**config.mk**
```make
export PLATFORM = sky130hd
export DESIGN_NAME = wb_byte_lane_sequencer
export DESIGN_NICKNAME = d
export VERILOG_FILES = /design/src/rtl/wb_byte_lane_sequencer.sv
export SDC_FILE = /design/constraint.sdc
export NUM_CORES = 1
export LEC_CHECK = 0
export ABC_AREA = 1
export CORE_MARGIN = 5
export CORE_UTILIZATION = 45
export CTS_CLUSTER_DIAMETER = 60
export DETAILED_ROUTE_END_ITERATION = 10
export PLACE_DENSITY = 0.76
export SLEW_MARGIN = 20
export SYNTH_ARGS = -nofsm -noshare
export SYNTH_HDL_FRONTEND = slang
export SYNTH_SLANG_ARGS = --single-unit
```
**constraint.sdc**
```tcl
create_clock -name clk_i -period 2.11 [get_ports clk_i]
set_clock_uncertainty 0.15 [all_clocks]
set_input_delay 0.5275 -clock clk_i [delete_from_list [all_inputs] [get_ports clk_i]]
set_output_delay 0.5275 -clock clk_i [all_outputs]
set_load 0.05 [all_outputs]
```
**src/rtl/wb_byte_lane_sequencer.sv**
```systemverilog
// Splits one 32-bit Wishbone classic access into single-lane accesses, lowest lane first,
// merging read bytes and returning one termination. Optional watchdog: WB_SEQ_TIMEOUT_EN.
module wb_byte_lane_sequencer #(
  parameter int unsigned ADDR_WIDTH     = 32,
  parameter int unsigned TIMEOUT_CYCLES = 255
) (
  input  logic                  clk_i,
  input  logic                  rst_i,
  input  logic                  s_cyc_i,
  input  logic                  s_stb_i,
  input  logic                  s_we_i,
  input  logic [ADDR_WIDTH-1:0] s_adr_i,
  input  logic [3:0]            s_sel_i,
  input  logic [31:0]           s_dat_i,
  output logic [31:0]           s_dat_o,
  output logic                  s_ack_o,
  output logic                  s_err_o,
  output logic                  s_rty_o,
  output logic                  m_cyc_o,
  output logic                  m_stb_o,
  output logic                  m_we_o,
  output logic [ADDR_WIDTH-1:0] m_adr_o,
  output logic [3:0]            m_sel_o,
  output logic [31:0]           m_dat_o,
  input  logic [31:0]           m_dat_i,
  input  logic                  m_ack_i,
  input  logic                  m_err_i,
  input  logic                  m_rty_i
);

  typedef enum logic [1:0] {StIdle, StLane, StResp} state_e;

  state_e                state_q, state_d;
  logic [3:0]            pend_q, pend_d, pend_nx;
  logic [31:0]           acc_q, acc_d, acc_nx;
  logic [ADDR_WIDTH-3:0] wadr_q, wadr_d;
  logic                  m_cyc_q, m_cyc_d, m_stb_q, m_stb_d, m_we_q, m_we_d;
  logic [ADDR_WIDTH-1:0] m_adr_q, m_adr_d;
  logic [3:0]            m_sel_q, m_sel_d;
  logic [31:0]           m_dat_q, m_dat_d, s_dat_q, s_dat_d;
  logic                  s_ack_q, s_ack_d, s_err_q, s_err_d, s_rty_q, s_rty_d;
  logic [1:0]            lane_nx;
  logic                  timeout;

  // Word access only: the low address bits are replaced by the lane number.
  logic unused_adr;
  assign unused_adr = ^s_adr_i[1:0];

  function automatic logic [1:0] low_lane(input logic [3:0] p);
    if (p[0]) return 2'd0;
    if (p[1]) return 2'd1;
    if (p[2]) return 2'd2;
    return 2'd3;
  endfunction

`ifdef WB_SEQ_TIMEOUT_EN
  logic [15:0] cnt_q, cnt_d;
  logic [16:0] cnt_inc;
  assign cnt_inc = {1'b0, cnt_q} + 17'd1;
  assign timeout = (cnt_inc == 17'(TIMEOUT_CYCLES));
`else
  assign timeout = 1'b0;
`endif

  always_comb begin
    acc_nx = acc_q;
    for (int i = 0; i < 4; i++) begin
      if (m_sel_q[i] && !m_we_q) acc_nx[8*i +: 8] = m_dat_i[8*i +: 8];
    end
    pend_nx = pend_q & ~m_sel_q;
    lane_nx = (state_q == StIdle) ? low_lane(s_sel_i) : low_lane(pend_nx);
  end

  always_comb begin
    state_d = state_q;
    pend_d  = pend_q;
    acc_d   = acc_q;
    wadr_d  = wadr_q;
    m_we_d  = m_we_q;
    m_dat_d = m_dat_q;
    m_adr_d = m_adr_q;
    m_cyc_d = 1'b0;
    m_stb_d = 1'b0;
    m_sel_d = 4'b0;
    s_ack_d = 1'b0;
    s_err_d = 1'b0;
    s_rty_d = 1'b0;
    s_dat_d = 32'b0;
`ifdef WB_SEQ_TIMEOUT_EN
    cnt_d   = cnt_q;
`endif
    unique case (state_q)
      StIdle: begin
        if (s_cyc_i && s_stb_i) begin
          wadr_d  = s_adr_i[ADDR_WIDTH-1:2];
          m_we_d  = s_we_i;
          m_dat_d = s_dat_i;
          pend_d  = s_sel_i;
          acc_d   = 32'b0;
          if (s_sel_i != 4'b0) begin
            state_d = StLane;
            m_cyc_d = 1'b1;
            m_stb_d = 1'b1;
            m_sel_d = 4'b0001 << lane_nx;
            m_adr_d = {s_adr_i[ADDR_WIDTH-1:2], lane_nx};
`ifdef WB_SEQ_TIMEOUT_EN
            cnt_d   = 16'd0;
`endif
          end else begin
            state_d = StResp;
            s_ack_d = 1'b1;
          end
        end
      end
      StLane: begin
        if (!s_cyc_i) begin
          state_d = StIdle;
        end else if (m_err_i) begin
          state_d = StResp;
          s_err_d = 1'b1;
          s_dat_d = acc_q;
        end else if (m_rty_i) begin
          state_d = StResp;
          s_rty_d = 1'b1;
          s_dat_d = acc_q;
        end else if (m_ack_i) begin
          acc_d  = acc_nx;
          pend_d = pend_nx;
          if (pend_nx != 4'b0) begin
            m_cyc_d = 1'b1;
            m_stb_d = 1'b1;
            m_sel_d = 4'b0001 << lane_nx;
            m_adr_d = {wadr_q, lane_nx};
`ifdef WB_SEQ_TIMEOUT_EN
            cnt_d   = 16'd0;
`endif
          end else begin
            state_d = StResp;
            s_ack_d = 1'b1;
            s_dat_d = acc_nx;
          end
        end else if (timeout) begin
          state_d = StResp;
          s_err_d = 1'b1;
          s_dat_d = acc_q;
        end else begin
          m_cyc_d = 1'b1;
          m_stb_d = 1'b1;
          m_sel_d = m_sel_q;
`ifdef WB_SEQ_TIMEOUT_EN
          cnt_d   = cnt_inc[15:0];
`endif
        end
      end
      StResp: state_d = StIdle;
      default: state_d = StIdle;
    endcase
  end

  always_ff @(posedge clk_i) begin
    if (rst_i) begin
      state_q <= StIdle;
      pend_q  <= 4'b0;
      acc_q   <= 32'b0;
      wadr_q  <= '0;
      m_cyc_q <= 1'b0;
      m_stb_q <= 1'b0;
      m_we_q  <= 1'b0;
      m_adr_q <= '0;
      m_sel_q <= 4'b0;
      m_dat_q <= 32'b0;
      s_ack_q <= 1'b0;
      s_err_q <= 1'b0;
      s_rty_q <= 1'b0;
      s_dat_q <= 32'b0;
`ifdef WB_SEQ_TIMEOUT_EN
      cnt_q   <= 16'd0;
`endif
    end else begin
      state_q <= state_d;
      pend_q  <= pend_d;
      acc_q   <= acc_d;
      wadr_q  <= wadr_d;
      m_cyc_q <= m_cyc_d;
      m_stb_q <= m_stb_d;
      m_we_q  <= m_we_d;
      m_adr_q <= m_adr_d;
      m_sel_q <= m_sel_d;
      m_dat_q <= m_dat_d;
      s_ack_q <= s_ack_d;
      s_err_q <= s_err_d;
      s_rty_q <= s_rty_d;
      s_dat_q <= s_dat_d;
`ifdef WB_SEQ_TIMEOUT_EN
      cnt_q   <= cnt_d;
`endif
    end
  end

  assign s_dat_o = s_dat_q;
  assign s_ack_o = s_ack_q;
  assign s_err_o = s_err_q;
  assign s_rty_o = s_rty_q;
  assign m_cyc_o = m_cyc_q;
  assign m_stb_o = m_stb_q;
  assign m_we_o  = m_we_q;
  assign m_adr_o = m_adr_q;
  assign m_sel_o = m_sel_q;
  assign m_dat_o = m_dat_q;

endmodule

```
==> results.toml <==
[hold_path]
hold_start = "wadr_q[8]$_SDFFE_PP0P_"
whs_endpoint = "wadr_q[8]$_SDFFE_PP0P_"
hp-class = "register to register"
holdPathStages = 2

[floorplan]
dieArea_sq_um = 19020
initial_core_util_pct = 46.18
core_area_sq_um = 15940
fp-row-count = 46
pin_count = 214
die_w_um = 137.9
die_y_um = 137.9

[finish]
fillCellCount = 1448
syn_to_final_growth_pct = 40.48
diodes = 0
drive_above_1_share_pct = 14.89
nNetsFinal = 1391
final_core_util_pct = 64.87
fin_area_sq_um = 10340

[timing]
fin_crit_ns = 1.935
rsz0062_at_grt = "no"
hold_viol = 0
relSlewSlack_pct = 67.27
min_period_over_period_pct = 91.72
clock.fmax_mhz = 516.7
drv_slew = 0
worst_pin_slew_ns = 0.4929
setup_viol = 0

[synthesis]
yosysWarnings = 0
synth_fp_nets = 1187
avgSynthCellArea_sq_um = 6.823
muxShareOfSynthArea_pct = 0
synth_xor_area_share_pct = 0
syn-cell-area_sq_um = 7362
synth.distinct_cells = 19
synth_top_family_by_area = "simple AND/OR/NAND/NOR gates"
synth.ff_latch_count = 173
synth_cells = 1079
synth-simple-area-share_pct = 31.66
ys_seq_area_share_pct = 47.04
synth_compound_area_share_pct = 12.92
synthAdderAreaFrac_pct = 0

[global_routing]
grt_overflow = 0
antenna_found_initial = 0
gr-usage-all-layers_pct = 22.19
first_global_vias = 6962
grt_pass1_wl_mm = 33.98
grt_max_degree = 72

[worst_setup_path]
reg2reg_depth = 9
reg2reg_to = "m_adr_o[0]$_SDFFE_PP0P_"
slowest_stage = "clkdlybuf4s50_1"
critPathKind = "primary input to register"
critical_path.cell_chain = "clkdlybuf4s50_1 > nor2_1 > buf_4 > a21oi_1 > nor2_4 > inv_4 > buf_4 > nand2_1 > a21oi_1"
rr_startpoint = "state_q[0]$_SDFFE_PP0P_"
path_delay_family = "buffers and inverters"
cp-start-kind = "primary input"
path_max_fanout = 21
r2r_slack_ns = 0.35
max_stage_delay_ns = 0.48
end_kind = "register"
critPathRequiredTime_ns = 2.31
cp.arrival_ns = 2.14
path_buf_inv = 4

[run_status]
status = "complete, no violations"

[clock_tree]
clock_latency_ns = 0.42
clock-sinks = 173
ctsLongestPathBuffers = 2
root_buffer = "clkbuf_16"
postCtsSetupBuffers = 0
cts_buffers = 17
htreeDepth = 4
tritoncts = "yes"
clk_pin_slew_ns = 0.06

[power]
p_leak_nw = 4.574
powerDensity_nw_per_um2 = 822.7
p_total_w = 0.008509
vdd_ir_drop_max_mv = 0.5799

[routing]
drc = 0
vias = 7681
viasPerCell = 5.080
wl_met1_mm = 9.080
drtPass1Iterations = 5
wl_per_cell_um = 14.18
wl_met3_mm = 1.921
postRouteAntennaNets = 0
drt_iter0_markers = 596
top_layer = "met4"
dr_wl_met2_mm = 10.03
wirelength_mm = 21.45

[place]
placed_area_sq_um = 9692
place_congestion = 0.8354
io_buffers = 211
hpwl_mm = 14.53

[flow_run]
max-cap-violations = 0
==> final cells by class <==
type                       instances  area, sq um  share of cell area, %
clock buffer                      18        439.2                  4.246
clock inverter                    14        216.5                  2.093
inverter                          75        284.0                  2.746
multi-input combinational        759         3284                  31.76
sequential                       173         3463                  33.49
tap                              216        270.3                  2.613
timing repair buffer             257         2385                  23.06
==> synthesized netlist by cell type <==
cell / count / area, sq um
nand2_1: 292 / 1096
dfxtp_1: 173 / 3463
nor2_1: 170 / 638.1
a21oi_1: 95 / 475.5
o21ai_0: 92 / 460.4
inv_1: 71 / 266.5
nand3_1: 71 / 355.3
clkbuf_1: 43 / 161.4
nand4_1: 31 / 193.9
buf_2: 20 / 100.1
buf_4: 4 / 30.03
nor2_2: 4 / 25.02
buf_6: 3 / 33.78
inv_2: 3 / 11.26
buf_1: 2 / 7.510
nor2_4: 2 / 22.52
inv_4: 1 / 6.260
o21ai_2: 1 / 8.760
o22ai_1: 1 / 6.260
==> report_power, final <==
| group | leakage, nW | switching [W] | total, W | internal (W) |
|---|---|---|---|---|
| Clock | 0.314 | 0.00130 | 0.00344 | 0.00214 |
| Sequential | 1.41 | 0.0000781 | 0.00351 | 0.00343 |
| Combinational | 2.85 | 0.000985 | 0.00156 | 0.000577 |
==> through the flow <==
| stage | setup WS [ns] | hold WS, ns | TNS, ns | instances |
|---|---|---|---|---|
| after detailed placement | -0.2387 | 0.2892 | -13.35 | 1480 |
| after floorplan | 0.2807 | 0.2745 | 0 | 1079 |
| after CTS | 0.1539 | 0.2978 | 0 | 1512 |
| after global routing | 0.08605 | 0.3100 | 0 | 1512 |
| after global placement | -0.2214 | 0.2826 | -10.97 | 1480 |
| final | 0.1748 | 0.2972 | 0 | 1512 |
==> worst max-delay path by stage <==
stage                            startpoint                      end  slack (ns)  cells after the start
floorplan           m_sel_o[0]$_SDFFE_PP0P_   s_dat_o[23]$_SDFF_PP0_        0.28                      9
global placement                    s_stb_i  m_adr_o[0]$_SDFFE_PP0P_       -0.22                      9
detailed placement                  s_stb_i  m_adr_o[0]$_SDFFE_PP0P_       -0.24                      9
CTS                   s_dat_o[3]$_SDFF_PP0_               s_dat_o[3]        0.15                      1
global route                     s_sel_i[0]  m_adr_o[6]$_SDFFE_PP0P_        0.09                     12
finish                              m_rty_i   acc_q[30]$_SDFFE_PP0P_        0.17                      9
==> cell usage in the layout, fill, tap and decap left out, types with 31 or more instances in the layout <==
master and n:
o21ai_0 92, dfxtp_1 173, nand4_1 31, buf_4 133, nor2_1 170, inv_1 70
nand3_1 71, a21oi_1 95, clkdlybuf4s50_1 105, nand2_1 291
==> flip-flops by register name, indices dropped and copies added, names as in the netlist, 2 cells and up <==
register	flops
m_adr_o	32
m_dat_o	32
acc_q	32
state_q	2
s_dat_o	32
wadr_q	30
pend_q	4
m_sel_o	4
==> logic make-up (layout without fill, tap and decap cells) <==
kind of cell,after synthesis,in the layout
simple gates,570,570
compound gates,189,189
flops,173,173
buf+inv,147,364
==> repair_timing <==
item	4_1_cts	5_1_grt
resized for setup	4	0
hold buffers	0	0
endpoints found under the hold margin	0	0
setup endpoints to repair	4	0
==> per-layer routing <==
| layer | vias to the layer above | GRT usage, % |
|---|---|---|
| li1 | 3863 | - |
| met5 | - | 0 |
| met2 | 285 | 36.04 |
| met1 | 3505 | 28.70 |
| met3 | 28 | 5.878 |
| met4 | 0 | 7.519 |
==> worst register-to-register path: stages, from the launching register on <==
cell     delay [ns]
dfxtp_1        0.38
inv_1          0.07
nor2_1         0.21
buf_4          0.23
nand2_1        0.08
buf_4          0.25
nand3_1        0.15
nand2_1        0.06
nand2_1        0.05
nor2_1         0.04
Power figures use the tool's default switching activity.
